**src/rtl/mem_ctrl_if.sv**
```systemverilog
// Request, response and byte-wide RAM bus signals of the memory controller.
// The controller uses the slave view; the surrounding pipeline/RAM use the master view.
interface mem_ctrl_if #(
  parameter int ADDR_WIDTH = 32
);
  logic                  if_require_i;
  logic [ADDR_WIDTH-1:0] if_addr_i;
  logic                  flush_i;
  logic                  if_busy_o;
  logic                  if_enable_o;
  logic [31:0]           if_data_o;

  logic                  mem_require_i;
  logic                  mem_wr_i;
  logic [ADDR_WIDTH-1:0] mem_addr_i;
  logic [2:0]            mem_length_i;
  logic [31:0]           mem_data_i;
  logic                  mem_busy_o;
  logic                  mem_enable_o;
  logic [31:0]           mem_data_o;

  logic [7:0]            ram_din_i;
  logic [7:0]            ram_dout_o;
  logic [ADDR_WIDTH-1:0] ram_addr_o;
  logic                  ram_wr_o;

  modport master (
    output if_require_i, if_addr_i, flush_i,
    output mem_require_i, mem_wr_i, mem_addr_i, mem_length_i, mem_data_i,
    output ram_din_i,
    input  if_busy_o, if_enable_o, if_data_o,
    input  mem_busy_o, mem_enable_o, mem_data_o,
    input  ram_dout_o, ram_addr_o, ram_wr_o
  );

  modport slave (
    input  if_require_i, if_addr_i, flush_i,
    input  mem_require_i, mem_wr_i, mem_addr_i, mem_length_i, mem_data_i,
    input  ram_din_i,
    output if_busy_o, if_enable_o, if_data_o,
    output mem_busy_o, mem_enable_o, mem_data_o,
    output ram_dout_o, ram_addr_o, ram_wr_o
  );
endinterface

```
**src/rtl/mem_ctrl.sv**
```systemverilog
// Arbitrates IF and MEM requests onto a byte-wide RAM, serialising 1/2/4-byte
// accesses and assembling read bytes little-endian.
module mem_ctrl #(
  parameter int ADDR_WIDTH   = 32,
  parameter bit MEM_PRIORITY = 1'b1
) (
  input  logic     clk,
  input  logic     rst,
  mem_ctrl_if.slave bus
);

  typedef enum logic [1:0] {IDLE, READ, WRITE} state_t;

  state_t                state_q, state_n;
  logic [ADDR_WIDTH-1:0] addr_q, addr_n;
  logic [2:0]            len_q, len_n;
  logic [2:0]            cnt_q, cnt_n;
  logic [31:0]           wdata_q, wdata_n;
  logic [31:0]           rdata_q, rdata_n;
  logic                  owner_mem_q, owner_mem_n;
  logic [ADDR_WIDTH-1:0] ram_addr_q, ram_addr_n;
  logic [7:0]            ram_dout_q, ram_dout_n;
  logic                  ram_wr_q, ram_wr_n;
  logic                  if_en_q, if_en_n;
  logic                  mem_en_q, mem_en_n;
  logic [31:0]           if_data_q, if_data_n;
  logic [31:0]           mem_data_q, mem_data_n;

  logic                  if_go, mem_go, pick_mem;
  logic [2:0]            mem_len_norm;
  logic [31:0]           rdata_cap;
  logic [4:0]            rd_sel, wr_sel;
  logic [ADDR_WIDTH-1:0] next_addr;
  logic                  more_bytes;

  // cnt_q counts edges spent in READ/WRITE; read byte k lands when cnt_q == k+1
  always_comb begin
    if_go        = bus.if_require_i && !bus.flush_i;
    mem_go       = bus.mem_require_i;
    pick_mem     = MEM_PRIORITY ? mem_go : (mem_go && !if_go);
    unique case (bus.mem_length_i)
      3'b001:  mem_len_norm = 3'd1;
      3'b010:  mem_len_norm = 3'd2;
      default: mem_len_norm = 3'd4;
    endcase
    rd_sel             = {cnt_q[1:0] - 2'd1, 3'b000};
    wr_sel             = {cnt_q[1:0] + 2'd1, 3'b000};
    rdata_cap          = rdata_q;
    rdata_cap[rd_sel +: 8] = bus.ram_din_i;
    next_addr          = addr_q + ADDR_WIDTH'(cnt_q + 3'd1);
    more_bytes         = (cnt_q + 3'd1) < len_q;
  end

  always_comb begin
    state_n     = state_q;
    addr_n      = addr_q;
    len_n       = len_q;
    cnt_n       = cnt_q;
    wdata_n     = wdata_q;
    rdata_n     = rdata_q;
    owner_mem_n = owner_mem_q;
    ram_addr_n  = ram_addr_q;
    ram_dout_n  = ram_dout_q;
    ram_wr_n    = 1'b0;
    if_en_n     = 1'b0;
    mem_en_n    = 1'b0;
    if_data_n   = if_data_q;
    mem_data_n  = mem_data_q;

    unique case (state_q)
      IDLE: begin
        if (pick_mem) begin
          state_n     = bus.mem_wr_i ? WRITE : READ;
          addr_n      = bus.mem_addr_i;
          len_n       = mem_len_norm;
          cnt_n       = 3'd0;
          wdata_n     = bus.mem_data_i;
          rdata_n     = 32'd0;
          owner_mem_n = 1'b1;
          ram_addr_n  = bus.mem_addr_i;
          ram_wr_n    = bus.mem_wr_i;
          if (bus.mem_wr_i) ram_dout_n = bus.mem_data_i[7:0];
        end else if (if_go) begin
          state_n     = READ;
          addr_n      = bus.if_addr_i;
          len_n       = 3'd4;
          cnt_n       = 3'd0;
          rdata_n     = 32'd0;
          owner_mem_n = 1'b0;
          ram_addr_n  = bus.if_addr_i;
        end
      end
      READ: begin
        if (!owner_mem_q && bus.flush_i) begin
          state_n = IDLE;
        end else begin
          if (cnt_q != 3'd0) rdata_n = rdata_cap;
          if (more_bytes) ram_addr_n = next_addr;
          if (cnt_q == len_q) begin
            state_n = IDLE;
            if (owner_mem_q) begin
              mem_en_n   = 1'b1;
              mem_data_n = rdata_cap;
            end else begin
              if_en_n   = 1'b1;
              if_data_n = rdata_cap;
            end
          end else begin
            cnt_n = cnt_q + 3'd1;
          end
        end
      end
      WRITE: begin
        if (more_bytes) begin
          ram_wr_n   = 1'b1;
          ram_addr_n = next_addr;
          ram_dout_n = wdata_q[wr_sel +: 8];
          cnt_n      = cnt_q + 3'd1;
        end else begin
          state_n  = IDLE;
          mem_en_n = 1'b1;
        end
      end
      default: state_n = IDLE;
    endcase
  end

  always_ff @(posedge clk) begin
    if (rst) begin
      state_q     <= IDLE;
      addr_q      <= '0;
      len_q       <= 3'd0;
      cnt_q       <= 3'd0;
      wdata_q     <= 32'd0;
      rdata_q     <= 32'd0;
      owner_mem_q <= 1'b0;
      ram_addr_q  <= '0;
      ram_dout_q  <= 8'd0;
      ram_wr_q    <= 1'b0;
      if_en_q     <= 1'b0;
      mem_en_q    <= 1'b0;
      if_data_q   <= 32'd0;
      mem_data_q  <= 32'd0;
    end else begin
      state_q     <= state_n;
      addr_q      <= addr_n;
      len_q       <= len_n;
      cnt_q       <= cnt_n;
      wdata_q     <= wdata_n;
      rdata_q     <= rdata_n;
      owner_mem_q <= owner_mem_n;
      ram_addr_q  <= ram_addr_n;
      ram_dout_q  <= ram_dout_n;
      ram_wr_q    <= ram_wr_n;
      if_en_q     <= if_en_n;
      mem_en_q    <= mem_en_n;
      if_data_q   <= if_data_n;
      mem_data_q  <= mem_data_n;
    end
  end

  assign bus.if_busy_o    = (state_q != IDLE);
  assign bus.mem_busy_o   = (state_q != IDLE);
  assign bus.if_enable_o  = if_en_q;
  assign bus.if_data_o    = if_data_q;
  assign bus.mem_enable_o = mem_en_q;
  assign bus.mem_data_o   = mem_data_q;
  assign bus.ram_addr_o   = ram_addr_q;
  assign bus.ram_dout_o   = ram_dout_q;
  assign bus.ram_wr_o     = ram_wr_q;

endmodule
```
**src/flat_wrapper.sv**
```systemverilog
// flat-port wrapper written by rule: the top's interface ports become plain ports
module mem_ctrl_flat 
#(
  parameter int ADDR_WIDTH   = 32,
  parameter bit MEM_PRIORITY = 1'b1
)
  (clk, rst, bus_if_require_i, bus_if_addr_i, bus_flush_i, bus_mem_require_i, bus_mem_wr_i, bus_mem_addr_i, bus_mem_length_i, bus_mem_data_i, bus_ram_din_i, bus_if_busy_o, bus_if_enable_o, bus_if_data_o, bus_mem_busy_o, bus_mem_enable_o, bus_mem_data_o, bus_ram_dout_o, bus_ram_addr_o, bus_ram_wr_o);
  mem_ctrl_if #(.ADDR_WIDTH(ADDR_WIDTH)) bus_i ();
  input  logic clk;
  input  logic rst;
  input wire logic [$bits(bus_i.if_require_i)-1:0] bus_if_require_i;
  input wire logic [$bits(bus_i.if_addr_i)-1:0] bus_if_addr_i;
  input wire logic [$bits(bus_i.flush_i)-1:0] bus_flush_i;
  input wire logic [$bits(bus_i.mem_require_i)-1:0] bus_mem_require_i;
  input wire logic [$bits(bus_i.mem_wr_i)-1:0] bus_mem_wr_i;
  input wire logic [$bits(bus_i.mem_addr_i)-1:0] bus_mem_addr_i;
  input wire logic [$bits(bus_i.mem_length_i)-1:0] bus_mem_length_i;
  input wire logic [$bits(bus_i.mem_data_i)-1:0] bus_mem_data_i;
  input wire logic [$bits(bus_i.ram_din_i)-1:0] bus_ram_din_i;
  output wire logic [$bits(bus_i.if_busy_o)-1:0] bus_if_busy_o;
  output wire logic [$bits(bus_i.if_enable_o)-1:0] bus_if_enable_o;
  output wire logic [$bits(bus_i.if_data_o)-1:0] bus_if_data_o;
  output wire logic [$bits(bus_i.mem_busy_o)-1:0] bus_mem_busy_o;
  output wire logic [$bits(bus_i.mem_enable_o)-1:0] bus_mem_enable_o;
  output wire logic [$bits(bus_i.mem_data_o)-1:0] bus_mem_data_o;
  output wire logic [$bits(bus_i.ram_dout_o)-1:0] bus_ram_dout_o;
  output wire logic [$bits(bus_i.ram_addr_o)-1:0] bus_ram_addr_o;
  output wire logic [$bits(bus_i.ram_wr_o)-1:0] bus_ram_wr_o;
  assign bus_i.if_require_i = bus_if_require_i;
  assign bus_i.if_addr_i = bus_if_addr_i;
  assign bus_i.flush_i = bus_flush_i;
  assign bus_i.mem_require_i = bus_mem_require_i;
  assign bus_i.mem_wr_i = bus_mem_wr_i;
  assign bus_i.mem_addr_i = bus_mem_addr_i;
  assign bus_i.mem_length_i = bus_mem_length_i;
  assign bus_i.mem_data_i = bus_mem_data_i;
  assign bus_i.ram_din_i = bus_ram_din_i;
  assign bus_if_busy_o = bus_i.if_busy_o;
  assign bus_if_enable_o = bus_i.if_enable_o;
  assign bus_if_data_o = bus_i.if_data_o;
  assign bus_mem_busy_o = bus_i.mem_busy_o;
  assign bus_mem_enable_o = bus_i.mem_enable_o;
  assign bus_mem_data_o = bus_i.mem_data_o;
  assign bus_ram_dout_o = bus_i.ram_dout_o;
  assign bus_ram_addr_o = bus_i.ram_addr_o;
  assign bus_ram_wr_o = bus_i.ram_wr_o;
  mem_ctrl #(.ADDR_WIDTH(ADDR_WIDTH), .MEM_PRIORITY(MEM_PRIORITY)) u_core (.clk(clk), .rst(rst), .bus(bus_i));
endmodule
```
**config.mk**
```make
export PLATFORM = sky130hd
export DESIGN_NAME = mem_ctrl_flat
export DESIGN_NICKNAME = d
export VERILOG_FILES = /design/src/rtl/mem_ctrl_if.sv /design/src/rtl/mem_ctrl.sv /design/src/flat_wrapper.sv
export SDC_FILE = /design/constraint.sdc
export NUM_CORES = 1
export LEC_CHECK = 0
export BUFFER_PORTS_ARGS = -buffer_cell sky130_fd_sc_hd__buf_4
export CAP_MARGIN = 5
export CORE_MARGIN = 2
export CORE_UTILIZATION = 50
export CTS_CLUSTER_SIZE = 25
export DETAILED_ROUTE_END_ITERATION = 12
export PLACE_DENSITY = 0.75
export SETUP_SLACK_MARGIN = 0.1
export SKIP_LAST_GASP = 1
export SYNTH_ARGS = -nofsm -noshare
export SYNTH_HDL_FRONTEND = slang
export SYNTH_SLANG_ARGS = --single-unit
```
**constraint.sdc**
```tcl
create_clock -name clk -period 3.5 [get_ports clk]
set_input_delay 0.525 -clock clk [delete_from_list [all_inputs] [get_ports clk]]
set_output_delay 0.525 -clock clk [all_outputs]
set_load 0.02 [all_outputs]
```
Word-level counts from Yosys, hierarchy flattened
Index checks and enable logic that the tools add are counted. W data, S select, Z words.

Add/subtract/negate cells: 6. Magnitude comparators: 1. Eq/ne operators: 14. Shifts and indexed selects: 3. Muxes and demuxes: 42. Bitwise logic cells: 4. Reduce and logical (&&, ||, !) cells: 21.

Operator list (number): $mux W32 (8); $pmux W32 S3 (1); $pmux W32 S2 (1); $add A32 B32 Y32 (1); $bwmux W32 (1); $shift A8 B7 Y32 const A (1); $shiftx A32 B6 Y8 (1); $shiftx A8 B7 Y32 (1); $mux W8 (3); $mux W3 (7); $pmux W8 S2 (1); $reduce_and A4 Y1 (4); $mux W2 (6); $ne A2 B2 Y1 const B (5); $mux W1 (9); $pmux W3 S3 (1); $reduce_bool A2 Y1 (4); $neg A5 Y7 (1); $pmux W2 S3 (1); $pmux W3 S2 (1); $reduce_and A3 Y1 (2); $reduce_bool A3 Y1 (2); $reduce_and A5 Y1 (1); $add A3 B1 Y4 const B (1); other kinds (19) (27).

Flip-flop bits (word level): 212. Bits of input ports: 113. Output and inout port bits: 109.

Logic depth before layout (Yosys ltp)
Depth in word-level cells: 7. Mapped depth: 11.

Least setup slack after synthesis
Ideal clock, no wire load.

Path kind: register to register. Start point: reg u_core.cnt_q[0]. End point: reg u_core.cnt_q[2]. Setup time: 0.070 ns. Data arrival time: 3.120 ns. Path slack: 0.310 ns. Stages on the path, launching flop included: 11. Buffers on the path: 2. Period minus slack after synthesis: 3.190 ns. Cells stage by stage: dfxtp_1 clkbuf_1 buf_1 inv_1 ha_1 ha_1 and3b_1 o21ai_0 or3b_1 or3b_1 a21oi_1.

Word-level cells in the longest chain between the ends: 4. Elaborated cells between the ends (all ways): 10.

Ends and longest elaborated chain: from (decl) (RTL line mem_ctrl.sv:17) `logic [2:0] cnt_q, cnt_n;`; from (signal assigned) (RTL line mem_ctrl.sv:148) `cnt_q <= cnt_n;`; $add A3 B1 Y3 (RTL line mem_ctrl.sv:51, mem_ctrl.sv:109, mem_ctrl.sv:118); $lt A3 B3 Y1 or $mux W3 (tied branches) (RTL line mem_ctrl.sv:51, mem_ctrl.sv:99); $ne A2 B1 Y1 (no line) or $mux W3 (tied branches); $reduce_and A5 Y1 (no line) or $pmux W3 S3 (tied branches).

Several ways; a longest one is shown, not always the timed one. The select of a mux whose other input is x is not followed. A chain may end at the register's enable or synchronous reset.

Worst setup path in the final report
Start point: reg u_core.cnt_q[1]. End point: reg u_core.ram_addr_q[24] (netlist: u_core.bus.ram_addr_o[24]).

Word-level cells in the longest chain between the ends: 5. Elaborated cells between the ends (all ways): 7.

Ends and longest elaborated chain: $add A3 B1 Y4 or $add A3 B1 Y3 (tied branches) (RTL line mem_ctrl.sv:50, mem_ctrl.sv:51); $add A32 B32 Y32 or $lt A3 B3 Y1 (tied branches) (RTL line mem_ctrl.sv:50, mem_ctrl.sv:51); $mux W32 (*) (RTL line mem_ctrl.sv:98, mem_ctrl.sv:114); $mux W32 (RTL line mem_ctrl.sv:94) `if (!owner_mem_q && bus.flush_i) begin`; $pmux W32 S3 (*) (RTL line mem_ctrl.sv:70) `unique case (state_q)`; to (signal assigned) (RTL line mem_ctrl.sv:152) `ram_addr_q <= ram_addr_n;`; to (decl) (RTL line mem_ctrl.sv:21) `logic [ADDR_WIDTH-1:0] ram_addr_q, ram_addr_n;`.

Mark *: on every way between the ends. The rest lies on a longest branch, timed or not. The select of a mux whose other input is x is not followed.

==> impl_metrics.json <==
{
  "critPathCapture": "u_core.bus.ram_addr_o[24]$_SDFFE_PP0P_",
  "sw_frac_of_total_pct": 31.7,
  "r2r.worst_path.cells": 8,
  "die_w_um": 145,
  "tightest_slew_ns": 0.810,
  "yosysUniqueCellTypes": 74,
  "rsz0062_at_grt": "no",
  "ioPinCount": 222,
  "core-area_sq_mm": 0.0195,
  "synth-compound-area-share_pct": 18.2,
  "reg2reg_slack_ns": 0.50,
  "yosysTopAreaCellShare_pct": 42.9,
  "cts_setup_buffers": 0,
  "required_ns": 3.86,
  "max_freq_ghz": 0.333,
  "status": "completed",
  "drt-pass1-iter-count": 5,
  "ir_drop_v": 0.000323,
  "synth_nets": 1272,
  "initial_core_util_pct": 50.8,
  "grt_usage_pct": 25.0,
  "r2r-start": "u_core.cnt_q[1]$_SDFFE_PP0P_",
  "max_slew_margin_pct": 45.5,
  "synth_flop_cell": "dfxtp_1",
  "drive_above_1_share_pct": 24.2,
  "finalNonFillerCells": 1607,
  "setup_ws_ns": 0.501,
  "synth_area_sq_mm": 0.00988,
  "met3_length_mm": 2.09,
  "drtIter0Drc": 590,
  "antenna_left": 0,
  "drt_wl_total_mm": 27.1,
  "synth_top_area_cell": "dfxtp_1",
  "antenna_found_initial": 1,
  "power.share.combinational_pct": 24.8,
  "p_seq_share_pct": 41.1,
  "path_clk_slew_ns": 0.06,
  "die-height_um": 145,
  "rows": 51,
  "fin_crit_ns": 3.00,
  "clkSinkCount": 212,
  "wl_met2_mm": 12.5,
  "clkPwrFrac_pct": 34.1,
  "overflow": 0,
  "intPower_uw": 4740,
  "grt_max_degree": 106,
  "seqCellArea_sq_mm": 0.00424,
  "cap_violations": 0,
  "cp-start-kind": "flop",
  "place_ws_ns": 0.537,
  "whs_ns": 0.256,
  "drc_errors": 0,
  "worstSetupEndpointType": "flop",
  "grt_pass1_vias": 8385,
  "top_layer": "met4",
  "crit_fanout": 6,
  "grt_first_pass_wirelength_mm": 42.3,
  "wl_met1_mm": 11.9,
  "syn_inst": 1141,
  "ctsRootBufferMaster": "clkbuf_16",
  "place_hpwl_mm": 18.8,
  "synth_edf_count": 0,
  "r2r_end": "u_core.bus.ram_addr_o[24]$_SDFFE_PP0P_",
  "syn_area_per_cell_sq_um": 8.66,
  "power_switching_uw": 2200,
  "vias_per_cell": 5.60,
  "yosys.area_share.adder_pct": 2.35,
  "timing.final.crit_share_pct": 85.7,
  "numCtsBuffers": 23,
  "power_density_mw_per_mm2": 558,
  "nets": 1456,
  "dieArea_sq_mm": 0.0209,
  "ys_warn_count": 0,
  "clk_path_buf_depth": 3,
  "wl_per_cell_um": 16.8,
  "crit_type": "flop to flop",
  "cts_tree": "built",
  "drv_slew": 0,
  "synthMuxAreaShare_pct": 7.73,
  "tns_ns": 0,
  "htree_levels": 1,
  "async_flop_share_pct": 0,
  "synth_top_family_by_area": "simple AND/OR/NAND/NOR gates",
  "hp-class": "input port to flop",
  "setup_viol": 0,
  "crit_path_start": "u_core.cnt_q[1]$_SDFFE_PP0P_",
  "synth-seq-cells": 212,
  "cts_hold_buf": 0,
  "synthTopCellsByArea": "dfxtp_1 (43%), a211oi_1 (7.4%), a21oi_1 (6.3%), nand2_1 (5.1%), nor2_1 (4.9%)",
  "clkLatencyLatePin_ns": 0.51,
  "multi_input_area_sq_mm": 0.00522,
  "syn2layout_area_growth_pct": 25.7,
  "synth-simple-area-share_pct": 22.4,
  "routabilityCongestion": 0.867,
  "portBuffers": 221,
  "dp.cells": 1565,
  "postCtsResizedCells": 0,
  "synth_xor_area_share_pct": 1.86,
  "fill_cells": 1661,
  "fin_skew_ns": 0.0181,
  "yosysSeqAreaShare_pct": 42.9,
  "arrival_ns": 3.36,
  "hold_violations": 0,
  "power.leakage_uw": 0.00500,
  "vias": 9006
}
-- flip-flops by register name (all words and copies together), names as in the netlist --
| signal | cells |
|---|---|
| u_core.cnt_q | 3 |
| u_core.bus.mem_enable_o | 1 |
| u_core.addr_q | 32 |
| u_core.rdata_q | 32 |
| u_core.owner_mem_q | 1 |
| u_core.state_q | 2 |
| u_core.bus.ram_addr_o | 32 |
| u_core.bus.if_enable_o | 1 |
| u_core.wdata_q | 32 |
| u_core.len_q | 3 |
| u_core.bus.if_data_o | 32 |
| u_core.bus.mem_data_o | 32 |
| u_core.bus.ram_wr_o | 1 |
| u_core.bus.ram_dout_o | 8 |
-- metrics by stage --
step	area [sq um]	total power [uW]	util, %
6_report	12400	6940	63.8
5_1_grt	12400	7260	63.8
4_1_cts	12400	6970	63.8
3_5_place_dp	11700	4620	60.0
3_3_place_gp	11700	4590	60.0
2_1_floorplan	9880	3970	-
-- kinds of logic after synthesis --
group	after synthesis
and+or+nand+nor	444
AOI/OAI and AO/OA	281
DFF	212
buffers and inverters	100
muxes	65
xor gates and xnor gates	21
adders and majority gates	18
-- worst min path at each step --
stage / end / slack (ns) / cells after the start / startpoint
2_1_floorplan: u_core.rdata_q[0]$_SDFFE_PP0P_ / 0.43 / 2 / u_core.rdata_q[0]$_SDFFE_PP0P_
3_5_place_dp: u_core.rdata_q[27]$_SDFFE_PP0P_ / 0.44 / 2 / u_core.rdata_q[27]$_SDFFE_PP0P_
3_3_place_gp: u_core.rdata_q[15]$_SDFFE_PP0P_ / 0.43 / 2 / u_core.rdata_q[15]$_SDFFE_PP0P_
6_report: u_core.wdata_q[27]$_SDFFE_PP0P_ / 0.26 / 3 / bus_mem_data_i[27]
5_1_grt: u_core.wdata_q[27]$_SDFFE_PP0P_ / 0.25 / 3 / bus_mem_data_i[27]
4_1_cts: u_core.wdata_q[27]$_SDFFE_PP0P_ / 0.25 / 3 / bus_mem_data_i[27]
-- layout make-up --
type / count / share of cell area (%)
clock buffer: 29 / 5.14
clock inverter: 12 / 0.816
timing repair buffer: 240 / 14.6
tap: 265 / 2.67
sequential: 212 / 34.2
inverter: 19 / 0.574
multi-input combinational: 829 / 42.0
antenna: 1 / 0.0201
-- cell usage in the layout (no fill, tap or decap), drive strengths merged, types with 3 or more instances in the layout --
| cell | instances |
|---|---|
| a211oi | 98 |
| a21o | 3 |
| a21oi | 124 |
| a32o | 3 |
| and2 | 5 |
| and3 | 9 |
| and4 | 5 |
| buf | 240 |
| clkbuf | 29 |
| clkinv | 8 |
| dfxtp | 212 |
| ha | 17 |
| inv | 21 |
| mux2 | 11 |
| mux2i | 46 |
| mux4 | 8 |
| nand2 | 133 |
| nand2b | 36 |
| nand3 | 13 |
| nand3b | 6 |
| nand4 | 12 |
| nor2 | 130 |
| nor2b | 37 |
| nor3 | 25 |
| nor3b | 6 |
| nor4 | 12 |
| nor4b | 3 |
| o211ai | 10 |
| o21ai | 15 |
| o22ai | 7 |
| or4 | 4 |
| xnor2 | 7 |
| xor2 | 14 |
-- per-layer routing --
metal,vias up,track usage (%)
met4,0,6.39
li1,4421,-
met5,-,0
met3,36,3.87
met2,335,41.0
met1,4214,34.4
-- worst max-delay path: stages (launching register included) --
cell      delay (ns)
dfxtp_1         0.45
inv_1           0.13
ha_1            0.41
fa_1            0.49
a211oi_1        0.66
nor2_1          0.31
nand4_1         0.18
xor2_1          0.15
o22ai_1         0.09
-- power groups by stage --
stage	clock network, uW	logic [uW]	registers, uW
after floorplan	0	948	3020
after global placement	0	1690	2890
after detailed placement	0	1720	2900
after CTS	2400	1730	2850
after global routing	2510	1870	2880
final	2360	1720	2850
-- cells in the mapped netlist, types with 11 or more instances --
library cell	count
ha_1	17
nand4_1	11
mux2i_1	46
clkbuf_1	55
nor3_1	24
dfxtp_1	212
nand2_1	133
nor2b_1	36
buf_2	14
nand2b_1	36
a211oi_1	97
mux2_2	11
nor2_1	130
xor2_1	14
inv_1	18
nand3_1	13
a21oi_1	124
(Power assumes the default switching activity.)
